`config.mk`:
```
export PLATFORM = sky130hd
export DESIGN_NAME = f_adder_back
export DESIGN_NICKNAME = d
export VERILOG_FILES = /design/src/rtl/f_adder_back_pkg.sv /design/src/rtl/f_lzc108.sv /design/src/rtl/f_adder_back.sv
export SDC_FILE = /design/constraint.sdc
export NUM_CORES = 2
export LEC_CHECK = 0
export ABC_CLOCK_PERIOD_IN_PS = 10000
export CELL_PAD_IN_SITES_DETAIL_PLACEMENT = 0
export CELL_PAD_IN_SITES_GLOBAL_PLACEMENT = 1
export CORE_MARGIN = 1
export CORE_UTILIZATION = 48
export CTS_BUF_LIST = sky130_fd_sc_hd__clkbuf_8
export CTS_CLUSTER_DIAMETER = 50
export DETAILED_ROUTE_END_ITERATION = 6
export PLACE_DENSITY_LB_ADDON = 0.08
export SLEW_MARGIN = 5
export SYNTH_ARGS = -nofsm -noshare
export SYNTH_HDL_FRONTEND = slang
export SYNTH_SLANG_ARGS = --single-unit
```
`constraint.sdc`:
```
create_clock -name clk -period 10 [get_ports clk]
set_input_delay 1 -clock clk [delete_from_list [all_inputs] [get_ports clk]]
set_output_delay 1 -clock clk [all_outputs]
set_load 0.02 [all_outputs]
```
`src/rtl/f_adder_back_pkg.sv`:
```
// Shared FPU constants: rounding-mode encodings, the MIPS legacy default NaN and helpers that
// derive exponent bias / all-ones exponent from the exponent width.
package f_adder_back_pkg;

   localparam logic [1:0] RM_RN = 2'd0;
   localparam logic [1:0] RM_RZ = 2'd1;
   localparam logic [1:0] RM_RP = 2'd2;
   localparam logic [1:0] RM_RM = 2'd3;

   // MIPS legacy quiet NaN: quiet bit clear, remaining fraction bits set.
   localparam logic [63:0] DEFAULT_NAN_D = 64'h7FF7_FFFF_FFFF_FFFF;

   function automatic int unsigned exp_bias(input int unsigned ew);
      return (32'd1 << (ew - 1)) - 32'd1;
   endfunction

   function automatic int unsigned exp_max(input int unsigned ew);
      return (32'd1 << ew) - 32'd1;
   endfunction

endpackage

```
`src/rtl/f_lzc108.sv`:
```
// Combinational leading-zero counter. An all-zero input returns width (truncated to the output
// width); callers that care about zero detect it separately.
module f_lzc108 #(
   parameter int unsigned width     = 108,
   parameter int unsigned cnt_width = $clog2(width)
) (
   input  logic [width-1:0]     i_data,
   output logic [cnt_width-1:0] o_cnt
);

   always_comb begin
      o_cnt = cnt_width'(width);
      for (int i = 0; i < width; i++) begin
         if (i_data[i]) o_cnt = cnt_width'(width - 1 - 32'(i));
      end
   end

endmodule

```
`src/rtl/f_adder_back.sv`:
```
// FP adder back end: normalize, round and pack a signed long fraction into an IEEE-754 result
// with MIPS FCSR cause flags. Three registered stages share the front end's stall and flush.
module f_adder_back
   import f_adder_back_pkg::*;
#(
   parameter int unsigned info_width = 1,
   parameter int unsigned exp_width  = 11,
   parameter int unsigned frac_width = 52
) (
   input  logic                           clk,
   input  logic                           reset,
   input  logic                           a_wait,
   input  logic                           flush,
   output logic                           busy,
   input  logic [1:0]                     rm,
   input  logic [exp_width+1:0]           in_exp,
   input  logic [2*frac_width+3:0]        in_frac,
   input  logic                           in_inf,
   input  logic                           in_invalid,
   input  logic [info_width-1:0]          info_in,
   output logic [exp_width+frac_width:0]  result,
   output logic [info_width-1:0]          info_out,
   output logic                           f_overflow,
   output logic                           f_underflow,
   output logic                           f_inexact,
   output logic                           f_invalid
);

   localparam int unsigned FL  = 2 * frac_width + 4;
   localparam int unsigned CW  = $clog2(FL);
   localparam int unsigned EW3 = exp_width + 3;
   localparam int unsigned SW  = frac_width + 1;
   localparam int unsigned SW1 = SW + 1;
   localparam int unsigned RW  = exp_width + frac_width + 1;
   localparam int unsigned SAT = frac_width + 4;
   localparam logic [EW3-1:0] EMAX    = EW3'(exp_max(exp_width));
   localparam logic [RW-1:0]  NAN_GEN = {1'b0, {exp_width{1'b1}}, 1'b0, {(frac_width-1){1'b1}}};
   localparam logic [RW-1:0]  NAN     = (RW == 64) ? RW'(DEFAULT_NAN_D) : NAN_GEN;

   assign busy = a_wait;

   // ---------------- Stage 1: sign / magnitude / leading-zero count ----------------
   logic                  w1_sign;
   logic [FL-1:0]         w1_mag;
   logic [CW-1:0]         w1_lz;
   logic [info_width-1:0] w1_info;

   assign w1_sign = in_frac[FL-1];
   assign w1_mag  = w1_sign ? -in_frac : in_frac;

   always_comb begin
      w1_info    = info_in;
      w1_info[0] = info_in[0] & ~flush;
   end

   f_lzc108 #(
      .width (FL)
   ) u_lzc (
      .i_data (w1_mag),
      .o_cnt  (w1_lz)
   );

   logic                  r1_sign, r1_zero, r1_inf, r1_invalid;
   logic [FL-1:0]         r1_mag;
   logic [CW-1:0]         r1_lz;
   logic [exp_width+1:0]  r1_exp;
   logic [1:0]            r1_rm;
   logic [info_width-1:0] r1_info;

   always_ff @(posedge clk or posedge reset) begin
      if (reset) begin
         r1_sign    <= 1'b0;
         r1_zero    <= 1'b0;
         r1_inf     <= 1'b0;
         r1_invalid <= 1'b0;
         r1_mag     <= '0;
         r1_lz      <= '0;
         r1_exp     <= '0;
         r1_rm      <= '0;
         r1_info    <= '0;
      end else if (!a_wait) begin
         r1_sign    <= w1_sign;
         r1_zero    <= (w1_mag == '0);
         r1_inf     <= in_inf;
         r1_invalid <= in_invalid;
         r1_mag     <= w1_mag;
         r1_lz      <= w1_lz;
         r1_exp     <= in_exp;
         r1_rm      <= rm;
         r1_info    <= w1_info;
      end else if (flush) begin
         r1_info[0] <= 1'b0;
      end
   end

   // ---------------- Stage 2: normalize, denormalize tiny results ----------------
   logic [EW3-1:0] w2_e, w2_sh_raw;
   logic           w2_tiny, w2_lost;
   logic [CW-1:0]  w2_sh;
   logic [FL-1:0]  w2_norm, w2_al;

   always_comb begin
      w2_e      = EW3'(r1_exp) + EW3'(2) - EW3'(r1_lz);
      w2_tiny   = w2_e[EW3-1] | (w2_e == '0);
      w2_sh_raw = EW3'(1) - w2_e;
      w2_sh     = '0;
      if (w2_tiny) w2_sh = (w2_sh_raw > EW3'(SAT)) ? CW'(SAT) : CW'(w2_sh_raw);
      w2_norm   = r1_mag << r1_lz;
      w2_al     = w2_norm >> w2_sh;
      w2_lost   = |(w2_norm & ~({FL{1'b1}} << w2_sh));
   end

   logic                  r2_sign, r2_zero, r2_inf, r2_invalid, r2_tiny, r2_guard, r2_sticky;
   logic [SW-1:0]         r2_sig;
   logic [EW3-1:0]        r2_exp;
   logic [1:0]            r2_rm;
   logic [info_width-1:0] r2_info;

   always_ff @(posedge clk or posedge reset) begin
      if (reset) begin
         r2_sign    <= 1'b0;
         r2_zero    <= 1'b0;
         r2_inf     <= 1'b0;
         r2_invalid <= 1'b0;
         r2_tiny    <= 1'b0;
         r2_guard   <= 1'b0;
         r2_sticky  <= 1'b0;
         r2_sig     <= '0;
         r2_exp     <= '0;
         r2_rm      <= '0;
         r2_info    <= '0;
      end else if (!a_wait) begin
         r2_sign    <= r1_sign;
         r2_zero    <= r1_zero;
         r2_inf     <= r1_inf;
         r2_invalid <= r1_invalid;
         r2_tiny    <= w2_tiny;
         r2_guard   <= w2_al[FL-SW-1];
         r2_sticky  <= (|w2_al[FL-SW-2:0]) | w2_lost;
         r2_sig     <= w2_al[FL-1 -: SW];
         r2_exp     <= w2_tiny ? '0 : w2_e;
         r2_rm      <= r1_rm;
         r2_info    <= r1_info;
         r2_info[0] <= r1_info[0] & ~flush;
      end else if (flush) begin
         r2_info[0] <= 1'b0;
      end
   end

   // ---------------- Stage 3: round and pack ----------------
   logic                  w3_inexact, w3_inc, w3_carry, w3_ovf, w3_ovf_inf;
   logic                  w3_f_ovf, w3_f_unf, w3_f_inx, w3_f_inv;
   logic [SW:0]           w3_sum;
   logic [frac_width-1:0] w3_frac;
   logic [EW3-1:0]        w3_exp;
   logic [RW-1:0]         w3_res, w3_inf, w3_max;

   always_comb begin
      w3_inexact = r2_guard | r2_sticky;
      w3_inc     = 1'b0;
      case (r2_rm)
         RM_RN: w3_inc = r2_guard & (r2_sticky | r2_sig[0]);
         RM_RZ: w3_inc = 1'b0;
         RM_RP: w3_inc = ~r2_sign & w3_inexact;
         RM_RM: w3_inc = r2_sign & w3_inexact;
      endcase
      w3_sum   = {1'b0, r2_sig} + SW1'(w3_inc);
      w3_carry = w3_sum[SW];
      w3_frac  = w3_carry ? w3_sum[frac_width:1] : w3_sum[frac_width-1:0];
      // A subnormal that rounds into the hidden bit becomes the smallest normal.
      if (w3_carry)                           w3_exp = r2_exp + EW3'(1);
      else if (r2_tiny && w3_sum[frac_width]) w3_exp = EW3'(1);
      else                                    w3_exp = r2_exp;
      w3_ovf     = (w3_exp >= EMAX);
      w3_ovf_inf = (r2_rm == RM_RN) | ((r2_rm == RM_RP) & ~r2_sign) | ((r2_rm == RM_RM) & r2_sign);
      w3_inf     = {r2_sign, {exp_width{1'b1}}, {frac_width{1'b0}}};
      w3_max     = {r2_sign, {(exp_width-1){1'b1}}, 1'b0, {frac_width{1'b1}}};

      w3_res   = {r2_sign, w3_exp[exp_width-1:0], w3_frac};
      w3_f_ovf = 1'b0;
      w3_f_unf = r2_tiny & w3_inexact;
      w3_f_inx = w3_inexact;
      w3_f_inv = 1'b0;
      if (r2_invalid) begin
         w3_res   = NAN;
         w3_f_unf = 1'b0;
         w3_f_inx = 1'b0;
         w3_f_inv = 1'b1;
      end else if (r2_inf) begin
         w3_res   = w3_inf;
         w3_f_unf = 1'b0;
         w3_f_inx = 1'b0;
      end else if (r2_zero) begin
         w3_res   = {(r2_rm == RM_RM), {(RW-1){1'b0}}};
         w3_f_unf = 1'b0;
         w3_f_inx = 1'b0;
      end else if (w3_ovf) begin
         w3_res   = w3_ovf_inf ? w3_inf : w3_max;
         w3_f_ovf = 1'b1;
         w3_f_unf = 1'b0;
         w3_f_inx = 1'b1;
      end
   end

   always_ff @(posedge clk or posedge reset) begin
      if (reset) begin
         result      <= '0;
         info_out    <= '0;
         f_overflow  <= 1'b0;
         f_underflow <= 1'b0;
         f_inexact   <= 1'b0;
         f_invalid   <= 1'b0;
      end else if (!a_wait) begin
         result      <= w3_res;
         info_out    <= r2_info;
         info_out[0] <= r2_info[0] & ~flush;
         f_overflow  <= w3_f_ovf;
         f_underflow <= w3_f_unf;
         f_inexact   <= w3_f_inx;
         f_invalid   <= w3_f_inv;
      end else if (flush) begin
         info_out[0] <= 1'b0;
      end
   end

endmodule

```
== Word-level counts from Yosys, hierarchy flattened ==
Cells that the tools add are included.

* Register bits: 281

* Reduce and logical (&&, ||, !) cells: 6
* Order comparisons: 2
* Muxes and demuxes: 138
* Shift operators: 3
* Eq/ne operators: 4
* Add/sub/neg operators: 6
* Bitwise operators: 19

{| class="wikitable"
|+ Operators with widths
! cell !! number
|-
| 7-bit 2-to-1 mux || 66
|-
| 6-bit 2-to-1 mux || 32
|-
| 64-bit 2-to-1 mux || 3
|-
| 108-bit bitwise AND || 1
|-
| 108-bit zero test || 1
|-
| 108-bit 2-to-1 mux || 1
|-
| 108-bit negator || 1
|-
| 108-bit inverter || 1
|-
| 108-bit OR reduction || 1
|-
| 108-bit by 7-bit << shifter with 108-bit output || 1
|-
| 108-bit by 7-bit << shifter with 108-bit output (first input constant) || 1
|-
| 108-bit by 7-bit right shift with 108-bit output || 1
|-
| 63-bit 2-to-1 mux || 1
|-
| 53-bit by 1-bit adder with 54-bit output || 1
|-
| 54-bit OR reduction || 1
|-
| 53-bit 2-to-1 mux || 1
|-
| 52-bit 2-to-1 mux || 1
|-
| 14-bit 2-to-1 mux || 3
|-
| 4-bit 2-to-1 mux || 8
|-
| 1-bit 2-to-1 mux || 17
|-
| 13-bit by 2-bit adder with 14-bit output (second input constant) || 1
|-
| 14-bit by 1-bit adder with 14-bit output (second input constant) || 1
|-
| 14-bit by 11-bit greater-or-equal comparator with 1-bit output (second input constant) || 1
|-
| 14-bit by 6-bit > comparator with 1-bit output (second input constant) || 1
|-
| 13 further kinds || 31
|}

== Longest topological paths before layout ==
* Depth after elaboration: 110
* Depth in mapped cells: 32

== Modules after synthesis ==
Synthesis repeated with hierarchy kept, for this count alone.

* Cells, all modules: 4036
* Area, all modules: 33060.5 sq um

{| class="wikitable"
|+ Modules (own cells, without submodules)
! module !! times used !! cells an instance !! area each (sq um) !! sequential area each (sq um)
|-
| f_adder_back || 1 || 3793 || 31676.6 || 7031.7
|-
| f_lzc108 || 1 || 243 || 1383.8 || 0.0
|}

== Worst setup path after synthesis ==
OpenSTA, ideal clock, no wires.

* Kind: flip-flop to flip-flop
* Start point: reg r1_lz[2]
* End point: reg r2_sticky
* Cell stages (with the launch flop): 27
* Setup time: 136 ps
* Arrival: 6967 ps
* Clock period less this slack: 7103 ps
* Setup slack: 2897 ps
* Path buffers: 7
* Data required time: 9864 ps
* Cell sequence: dfrtp_1 > clkbuf_1 > inv_1 > clkbuf_1 > clkbuf_1 > buf_1 > buf_1 > ha_1 > fa_1 > xnor2_2 > and3_1 > clkbuf_1 > o221ai_1 > a211o_1 > or2_1 > a211o_1 > buf_2 > a221oi_4 > nand2_1 > a31oi_1 > mux2i_1 > mux2_2 > a221o_1 > or3_1 > or4_1 > o21ai_1 > a32oi_1

* Cells in the longest elaborated chain, start to end: 10
* Elaborated cells on any way between the ends: 15
* Classes of those cells: 2 x add/sub; 1 x order compare; 3 x shift; 2 x mux; 4 x bitwise; 3 x reduce/logical

{| class="wikitable"
|+ Ends and longest elaborated chain
! element !! RTL line !! RTL
|-
| from (decl) || f_adder_back.sv:65 || <nowiki>logic [CW-1:0] r1_lz;</nowiki>
|-
| from (signal assigned) || f_adder_back.sv:87 || <nowiki>r1_lz <= w1_lz;</nowiki>
|-
| 14-bit by 7-bit subtractor with 14-bit output || f_adder_back.sv:103 || <nowiki>w2_e = EW3'(r1_exp) + EW3'(2) - EW3'(r1_lz);</nowiki>
|-
| 1-bit by 14-bit subtractor with 14-bit output || f_adder_back.sv:105 || <nowiki>w2_sh_raw = EW3'(1) - w2_e;</nowiki>
|-
| 14-bit by 6-bit > comparator with 1-bit output || f_adder_back.sv:107 || <nowiki>if (w2_tiny) w2_sh = (w2_sh_raw > EW3'(SAT)) ? CW'(SAT) : CW'(w2_sh_raw);</nowiki>
|-
| 7-bit 2-to-1 mux (2 in a row) || f_adder_back.sv:107 ||
|-
| 108-bit by 7-bit << shifter with 108-bit output || f_adder_back.sv:110 || <nowiki>w2_lost = |(w2_norm & ~({FL{1'b1}} << w2_sh));</nowiki>
|-
| 108-bit inverter || f_adder_back.sv:110 ||
|-
| 108-bit bitwise AND || f_adder_back.sv:110 ||
|-
| 108-bit OR reduction || f_adder_back.sv:110 ||
|-
| 1-bit bitwise OR * || f_adder_back.sv:139 || <nowiki>r2_sticky <= (|w2_al[FL-SW-2:0]) | w2_lost;</nowiki>
|-
| to (signal assigned) || f_adder_back.sv:139 ||
|-
| to (decl) || f_adder_back.sv:113 || <nowiki>logic r2_sign, r2_zero, r2_inf, r2_invalid, r2_tiny, r2_guard, r2_sticky;</nowiki>
|}

Mark *: on every way between the ends. The rest lies on a longest branch, timed or not.
A chain may end at the register's enable or synchronous reset.

== Final worst setup path ==
* Start point: reg r1_lz[1]
* End point: reg r2_sticky

The elaborated chain is that of the path after synthesis.

==> impl_metrics.env <==
export IMPL_cts_tree="done"
export IMPL_cts_root_buf="clkbuf_8"
export IMPL_layout_drive_gt1_share_pct=14.5
export IMPL_timing_worst_setup_path_type="reg2reg"
export IMPL_syn_nets=4306
export IMPL_grt_setup_unrepaired="no"
export IMPL_cp_slowest_cell="a221oi_1"
export IMPL_fmax_mhz=125
export IMPL_grt_pass1_vias=34100
export IMPL_detail_route_wl_per_cell_um=29.7
export IMPL_p_leak_nw=13.8
export IMPL_critPathMaxFanout=54
export IMPL_ys_seq_elements=281
export IMPL_drtIter0Drc=5181
export IMPL_cts_buffer_depth=3
export IMPL_power_density_nw_per_um2=228
export IMPL_start_util_pct=48.4
export IMPL_path_common_cell="buf_4"
export IMPL_clk_latency_ps=680
export IMPL_clk_pin_slew_worst_paths_ps=50
export IMPL_antenna_found_initial=14
export IMPL_postPlaceCellArea_um2=35900
export IMPL_max_stage_delay_ps=1170
export IMPL_cts_hold_buf=0
export IMPL_nets=4324
export IMPL_dp_cells=5043
export IMPL_netlist_area_um2=33200
export IMPL_crit_arrival_ps=8460
export IMPL_ys_async_sr_fraction_pct=100
export IMPL_reg2reg_depth=18
export IMPL_period_needed_ps=7970
export IMPL_coreArea_um2=68600
export IMPL_synth_seq_area_share_pct=21.2
export IMPL_dr_pass1_iters=7
export IMPL_syn_avg_cell_area_um2=8.01
export IMPL_end_kind="flip-flop"
export IMPL_path_buf_inv=3
export IMPL_design_area_um2=37100
export IMPL_cts_resized=0
export IMPL_tightest_slew_ps=1420
export IMPL_tns_ps=0
export IMPL_totalWireLength_mm=153
export IMPL_ios=200
export IMPL_min_from="result[59]"
export IMPL_ir_drop_v=0.000132
export IMPL_min_path_type="reg2reg"
export IMPL_die_y_um=265
export IMPL_synth_edff_count=0
export IMPL_place_gp_congestion=1.08
export IMPL_io_buffer_count=199
export IMPL_post_cts_repair_setup_buffers=0
export IMPL_yosysWarnings=0
export IMPL_overflow=0
export IMPL_clock_skew_ps=58.7
export IMPL_yosys_most_used_dff="dfrtp_1"
export IMPL_ant_nets=0
export IMPL_cp_start_kind="flip-flop"
export IMPL_area_delta_synth_final_pct=11.5
export IMPL_synth_distinct_cells=104
export IMPL_regToRegSetupSlack_ps=2030
export IMPL_clock_sinks=281
export IMPL_die_area_um2=70300
export IMPL_min_delay_worst_endpoint="result[59]"
export IMPL_final_common_cell="nand2_1"
export IMPL_crit_family="compound AO/OA/AOI/OAI gates"
export IMPL_setup_viol=0
export IMPL_final_cell_mix="nand2_1, nor2_1, o21ai_0, dfrtp_1, a21oi_1"
export IMPL_crit_chain="buf_4, buf_4, mux4_2, mux2i_1, a22o_1, a221oi_1, buf_4, a221oi_1, and3_1, a2111oi_0, a31oi_1, mux2i_1, mux2_2, a221o_1, or3_1, or4_1, o21ai_1, a32oi_1"
export IMPL_rr_startpoint="r1_lz[1]"
export IMPL_syn_inst=4150
export IMPL_grt_pass1_wl_mm=224
export IMPL_fin_crit_sh_pct=79.7
export IMPL_worstPathRequired_ps=10490
export IMPL_startpoint="r1_lz[1]"
export IMPL_viasPerCell=7.04
export IMPL_drc=0
export IMPL_vias=36200
export IMPL_gr_usage_all_layers_pct=42.2
export IMPL_max_slew_margin_rel_pct=5.29
export IMPL_htreeDepth=2
export IMPL_die_w_um=265
export IMPL_final_util_pct=54.0
export IMPL_cap_violations=0
export IMPL_finalHoldViolCount=0
export IMPL_grt_start_max_net_pins=168
export IMPL_min_path_cells=1
export IMPL_dp_hpwl_mm=117
export IMPL_maxSlewViolCount=0
export IMPL_final_cells=5143
export IMPL_row_count=96
export IMPL_numCtsBuffers=54
export IMPL_status="finished, final reports clean"
export IMPL_r2r_end="r2_sticky"
worst max path at each step:
stage                      endpoint  slack (ps)  depth (start not counted)
after CTS                 r2_sticky        2220                         18
after floorplan           f_inexact        1250                          1
after global placement    r2_sticky        2370                         21
after detailed placement  r2_sticky        2250                         18
final                     r2_sticky        2030                         18
after global routing      r2_sticky        1670                         18
per-stage QoR:
stage | total power [mW] | hold slack, ps | setup slack (ps)
floorplan | 4.89 | 455 | 1250
global placement | 7.01 | 464 | 2370
detailed placement | 6.97 | 474 | 2250
CTS | 8.19 | 479 | 2220
global route | 8.71 | 490 | 1670
finish | 8.45 | 482 | 2030
layout make-up:
class | instances | area [um^2]
inverters | 81 | 317
fillers | 6566 | 31500
clock inverters | 31 | 282
multi-input cells | 3451 | 24600
clock buffers | 60 | 826
repair buffers | 299 | 2770
diodes | 9 | 22.5
well taps | 931 | 1160
flip-flops and latches | 281 | 7050
Yosys cell counts, drive strengths merged (36+ instances only):
master    n  share of area [%]
a211oi   72                1.7
a21oi   257                3.9
a22oi    36               0.81
and3     36               0.68
buf     121                1.8
clkbuf  216                2.4
dfrtp   281                 21
inv      77               0.87
mux2    198                6.7
mux2i   171                5.2
mux4    143                9.7
nand2   503                5.7
nand2b   36               0.68
nand3   111                1.7
nand4    52               0.98
nor2    378                4.3
nor3    103                1.6
nor4     40               0.82
o211ai   52                1.2
o21ai   327                4.9
o22a     44                1.2
o22ai    78                1.5
o31ai    63                1.4
or3      41               0.79
xnor2   101                2.7
xor2     69                1.8
kinds of logic (layout without fill, tap and decap cells):
kind of cell / count (synthesis) / in the layout / share of synthesized area, %
flip-flops: 281 / 281 / 21.2
buffers and inverters: 418 / 471 / 5.16
adder cells (fa/ha/maj): 26 / 26 / 1.00
other: 0 / 9 / 0
AND/OR/NAND/NOR: 1441 / 1441 / 20.3
AO/OA/AOI/OAI: 1301 / 1301 / 26.2
XOR/XNOR: 171 / 171 / 4.57
multiplexers: 512 / 512 / 21.6
registers in the layout, indices dropped and copies added, names as in the netlist, 2 cells and up:
register,count
r1_lz,7
r1_rm,2
r1_mag,108
r2_exp,14
r2_rm,2
r1_exp,13
result,64
r2_sig,53
where the power goes:
part           internal, mW  leakage [nW]  switching (mW)  total (mW)
clock                 0.658         0.611           0.538        1.20
combinational          1.88          9.82            3.57        5.46
sequential             1.40          3.32           0.395        1.80
per-layer routing:
metal / routed length (um) / global-route usage (%) / part of all wire, %
met4: 9110 / 22.0 / 6.0
met1: 58500 / 52.7 / 38
met2: 70400 / 68.4 / 46
met5: 48 / 0 / 0.031
met3: 14700 / 9.19 / 9.6
worst reg2reg max path, stage by stage (launching register included):
cell and delay [ps]:
dfrtp_4 760, buf_4 770, buf_4 800, mux4_2 660, mux2i_1 340, a22o_1 190
a221oi_1 70, buf_4 260, a221oi_1 1170, and3_1 300, a2111oi_0 110, a31oi_1 310
mux2i_1 200, mux2_2 320, a221o_1 330, or3_1 330, or4_1 560, o21ai_1 220
a32oi_1 130
Power figures use the tool's default switching activity.
